**src/rtl/lfsr_engine.sv**
```systemverilog
// Parametrised Galois LFSR with nibble-wide seed/tap loading and a prescaled free-run step.
// Define LFSR_PERIOD_EN to compile in the cycle-length measurement unit.
module lfsr_engine #(
  parameter int          WIDTH    = 16,
  parameter logic [31:0] SEED     = 32'h0000_0001,
  parameter logic [31:0] TAPS     = 32'h0000_B400,
  parameter int          CLOCK_HZ = 1000,
  parameter int          STEP_HZ  = 1000
) (
  input  logic             i_clk,
  input  logic             i_rst_n,
  input  logic             i_run,
  input  logic             i_cmd_valid,
  input  logic [1:0]       i_cmd,
  input  logic [3:0]       i_data,
  output logic [7:0]       o_out,
  output logic [WIDTH-1:0] o_period,
  output logic             o_period_valid
);

  localparam int DIV = CLOCK_HZ / STEP_HZ;
  localparam int PW  = (DIV > 1) ? $clog2(DIV) : 1;
  localparam logic [WIDTH-1:0] SEED_W = SEED[WIDTH-1:0];
  localparam logic [WIDTH-1:0] TAPS_W = TAPS[WIDTH-1:0];

  typedef enum logic [1:0] {
    CMD_NOP        = 2'b00,
    CMD_SHIFT_SEED = 2'b01,
    CMD_SHIFT_TAPS = 2'b10,
    CMD_STEP       = 2'b11
  } cmd_e;

  logic [WIDTH-1:0] r_state;
  logic [WIDTH-1:0] r_taps;
  logic [PW-1:0]    r_presc;
  logic             w_tick;
  logic             w_loadSeed;
  logic             w_loadTaps;
  logic             w_doStep;
  logic [WIDTH-1:0] w_stepState;
  logic [WIDTH-1:0] w_shiftSeed;
  logic [WIDTH-1:0] w_shiftTaps;

  assign w_tick     = i_run && (r_presc == PW'(DIV - 1));
  assign w_loadSeed = i_cmd_valid && (i_cmd == CMD_SHIFT_SEED);
  assign w_loadTaps = i_cmd_valid && (i_cmd == CMD_SHIFT_TAPS);
  // Any valid command swallows a coincident free-run tick.
  assign w_doStep   = i_cmd_valid ? (i_cmd == CMD_STEP) : w_tick;

  assign w_stepState = (r_state == '0) ? WIDTH'(1)
                     : ((r_state >> 1) ^ (r_state[0] ? r_taps : '0));

  generate
    if (WIDTH == 4) begin : g_narrow
      assign w_shiftSeed = i_data;
      assign w_shiftTaps = i_data;
    end else begin : g_wide
      assign w_shiftSeed = {r_state[WIDTH-5:0], i_data};
      assign w_shiftTaps = {r_taps[WIDTH-5:0], i_data};
    end
    if (WIDTH >= 8) begin : g_outWide
      assign o_out = r_state[7:0];
    end else begin : g_outNarrow
      assign o_out = {{(8 - WIDTH){1'b0}}, r_state};
    end
  endgenerate

  always_ff @(posedge i_clk or negedge i_rst_n) begin
    if (!i_rst_n) begin
      r_presc <= '0;
    end else if (!i_run || w_tick) begin
      r_presc <= '0;
    end else begin
      r_presc <= r_presc + 1'b1;
    end
  end

  always_ff @(posedge i_clk or negedge i_rst_n) begin
    if (!i_rst_n) begin
      r_state <= SEED_W;
      r_taps  <= TAPS_W;
    end else if (w_loadSeed) begin
      r_state <= w_shiftSeed;
    end else if (w_loadTaps) begin
      r_taps <= w_shiftTaps;
    end else if (w_doStep) begin
      r_state <= w_stepState;
    end
  end

`ifdef LFSR_PERIOD_EN
  logic [WIDTH-1:0] r_ref;
  logic [WIDTH-1:0] r_count;
  logic [WIDTH-1:0] r_period;
  logic             r_periodValid;
  logic [WIDTH-1:0] w_countInc;

  assign w_countInc = (&r_count) ? r_count : r_count + 1'b1;

  // The reference is re-armed by every load; a return to it closes one measurement.
  always_ff @(posedge i_clk or negedge i_rst_n) begin
    if (!i_rst_n) begin
      r_ref         <= SEED_W;
      r_count       <= '0;
      r_period      <= '0;
      r_periodValid <= 1'b0;
    end else if (w_loadSeed) begin
      r_ref         <= w_shiftSeed;
      r_count       <= '0;
      r_periodValid <= 1'b0;
    end else if (w_loadTaps) begin
      r_ref         <= r_state;
      r_count       <= '0;
      r_periodValid <= 1'b0;
    end else if (w_doStep) begin
      if (w_stepState == r_ref) begin
        r_period      <= w_countInc;
        r_periodValid <= 1'b1;
        r_count       <= '0;
      end else begin
        r_count <= w_countInc;
      end
    end
  end

  assign o_period       = r_period;
  assign o_period_valid = r_periodValid;
`else
  assign o_period       = '0;
  assign o_period_valid = 1'b0;
`endif

endmodule

```
**config.mk**
```make
export PLATFORM = sky130hd
export DESIGN_NAME = lfsr_engine
export DESIGN_NICKNAME = d
export VERILOG_FILES = /design/src/rtl/lfsr_engine.sv
export SDC_FILE = /design/constraint.sdc
export NUM_CORES = 1
export LEC_CHECK = 0
export CAP_MARGIN = 20
export CORE_ASPECT_RATIO = 2
export CORE_MARGIN = 5
export CORE_UTILIZATION = 35
export CTS_CLUSTER_SIZE = 24
export DETAILED_ROUTE_END_ITERATION = 16
export PLACE_DENSITY = 0.69
export SYNTH_ARGS = -nofsm -noshare
export SYNTH_HDL_FRONTEND = slang
export SYNTH_SLANG_ARGS = --single-unit
```
**constraint.sdc**
```tcl
create_clock -name i_clk -period 4.05 [get_ports i_clk]
set_input_delay 0.81 -clock i_clk [delete_from_list [all_inputs] [get_ports i_clk]]
set_output_delay 0.81 -clock i_clk [all_outputs]
set_load 0.05 [all_outputs]
```
==> reports/results.tsv <==
stage	metric	value	unit
yosys	area leader, netlist	dfrtp_1	
placement	placed inst area	1930	sq um
clock_network	post-CTS setup buffers	0	
layout	share of layout cells above drive strength 1	26.1	%
pwr	combinational power share	42.0	%
drt	drt via density	4.77	
clock_network	Resized cells post-CTS	0	
worst_setup_path	CP max stage cell	clkdlybuf4s50_1	
clock_network	H-tree depth	2	
grt	final global-route overflow total	0	
die	die footprint	6910	sq um
drt	via count	1154	
grt	vias in the first global route	1147	
drt	Initial DRC Count	16	
sta	Period Utilization, post-route	66.7	%
die	core area	5140	sq um
pwr	share of power burned in registers	42.9	%
sta	setup TNS	0	ns
worst_setup_path	Critical path buffers and inverters	1	
worst_setup_path	Top delay family on crit path	buffers and inverters	
pwr	Sw Pwr	0.659	mW
layout	Non-Filler Instances	242	
worst_setup_path	WP data required	3.24	ns
worst_setup_path	Critical Path Source Type	flop	
sta	fin crit period	2.70	ns
drt	Post-DRT Antenna Nets	0	
clock_network	CTS root buffer	clkbuf_8	
drt	met2 wire len	2090	um
layout	filler instances	503	
worst_setup_path	Largest stage delay, worst path	0.87	ns
drt	M1 WL	1180	um
worst_setup_path	critical path type	flop to primary output	
sta	Fmax	370	MHz
layout	Nets	193	
clock_network	Sink Count	33	
worst_setup_path	Crit path arrival time	1.89	ns
pwr	Int Power	0.910	mW
worst_setup_path	crit-path max FO	20	
yosys	Synth top area share	38.0	%
drt	DRC viols	0	
drt	Post-Route WL	3610	um
placement	IO buf count	17	
yosys	Synth Instances	172	
grt	first-pass GRT wire length	5660	um
layout	Antenna Cells	0	
yosys	list of most frequent post-synthesis cells	mux2_2, dfrtp_1, buf_4	
yosys	Seq/Total Area, Yosys	45.1	%
die	Die Y	113	um
yosys	FFs w/ async S/R, synth	100	%
clock_network	clk slew on worst S/H paths	0.06	ns
clock_network	total CTS buffers	5	
placement	DP HPWL	2750	um
yosys	top cells by area, synth	dfrtp_1, mux2_2, buf_4, dfstp_2, xor2_1	
yosys	Yosys cell types	22	
yosys	Mapped Area	1840	sq um
min_path	Hold WC Path Type	flop to flop	
grt	largest net degree at the start of global routing	34	
drt	Routed wire per std cell	14.9	um
yosys	Synthesis Warnings	0	
placement	placed cells	234	
yosys	Post-synth top flop	dfrtp_1	
sta	Setup Skew	0.00775	ns
pwr	Power Dens Cells	779	nW/um^2
sta	Setup violations, final	0	
yosys	top-count cell post-synth	mux2_2	
sta	PnR worst setup slack	1.35	ns
sta	Slew Viols, Final	0	
grt	GRT Overall Usage	11.6	%
status	status	finished, final reports clean	
drt	Detailed Routing Iterations Pass 1	3	
layout	area grow syn2layout	9.23	%
clock_network	hold buffers post-CTS	0	
clock_network	CTS tree	done	
pwr	Leakage	0.855	nW
pwr	clock network power share	15.0	%
sta	Slew @ Worst Pin	0.552	ns
grt	initial antenna violation count	0	
die	Row Count	37	
drt	met3 wire len	163	um
die	Initial Util	35.9	%
layout	final instance area	2010	sq um
placement	pre-CTS setup slack	1.60	ns
yosys	Mapped Avg Cell Area	10.7	sq um
placement	Final Wtd Congestion	0.790	
pwr	maximum vdd ir drop	0.301	mV
drt	max layer used	met4	
sta	RSZ-0062 raised after global routing	false	
pwr	Sw Share	42.0	%
die	Die W	61.3	um
sta	Fin. Hold Viols	0	
yosys	number of enable flip-flop cells after synthesis	0	
worst_setup_path	CP Capture Type	primary output	
yosys	#FFs+latches synth	33	
worst_setup_path	crit-path cells	clkdlybuf4s50_1	
die	IO Pins	35	
clock_network	clk buf depth	2	
job	max-cap viol count	0	
clock_network	Worst-Skew Late Latency	0.29	ns
sta	Slew HR	63.1	%
## per-stage QoR
stage          hold slack [ns]  util [%]  total power, mW
6_report                 0.505      39.2             1.57
5_1_grt                  0.534      39.2             1.67
4_1_cts                  0.510      39.2             1.59
3_5_place_dp             0.496      37.6             1.35
3_3_place_gp             0.491      37.6             1.33
2_1_floorplan            0.480         -             1.22
## final timing paths
check | from | endpoint | slack [ns] | depth (start not counted)
setup / recovery | r_state[0] | o_out[0] | 1.35 | 1
hold reg to reg | r_taps[14] | r_taps[14] | 0.51 | 1
max in group asynchronous | i_rst_n | r_state[0] | 2.79 | 2
hold / removal | r_taps[14] | r_taps[14] | 0.51 | 1
setup reg to reg | r_state[0] | r_state[10] | 2.55 | 4
min in group asynchronous | i_rst_n | r_taps[11] | 0.92 | 2
## sequential cells by signal, summed over array words and instances (netlist names)
register  count
r_state      16
r_presc       1
r_taps       16
## metal layers
metal	vias up	global-route usage (%)
li1	561	-
met1	554	11.0
met2	31	20.5
met3	8	1.96
met4	0	8.50
met5	-	0
## cell usage in the layout (no fill, tap or decap), drive strengths merged, types with 2 or more instances in the layout
| cell type | n |
|---|---|
| mux2 | 31 |
| dfrtp | 28 |
| conb | 18 |
| clkdlybuf4s50 | 17 |
| nor2 | 16 |
| a21oi | 16 |
| nand2 | 15 |
| xor2 | 13 |
| clkbuf | 6 |
| dfstp | 5 |
| nor4 | 4 |
| a31oi | 2 |
| clkinv | 2 |
| buf | 2 |
| nand3b | 2 |
| o21ai | 2 |
## power groups by stage
stage,logic (mW),registers (mW),clock network [mW]
floorplan,0.625,0.590,0
global placement,0.654,0.679,0
detailed placement,0.667,0.684,0
CTS,0.669,0.678,0.242
global route,0.714,0.698,0.258
finish,0.659,0.673,0.236
## cells by family after synthesis
logic type / Yosys count / share of synthesized area (%)
AO/OA/AOI/OAI: 20 / 6.17
XOR/XNOR: 14 / 6.65
buffers and inverters: 33 / 12.9
flip-flops: 33 / 45.1
multiplexers: 31 / 18.9
other: 1 / 0.203
AND/OR/NAND/NOR: 40 / 10.0
## layout make-up
class	count	area, sq um	share of cell area (%)
multi-input combinational	123	838	41.6
sequential	33	832	41.3
timing repair buffer	19	185	9.19
clock buffer	6	72.6	3.60
tap	58	72.6	3.60
clock inverter	2	10.0	0.497
inverter	1	3.75	0.186
Power figures use the tool's default switching activity.
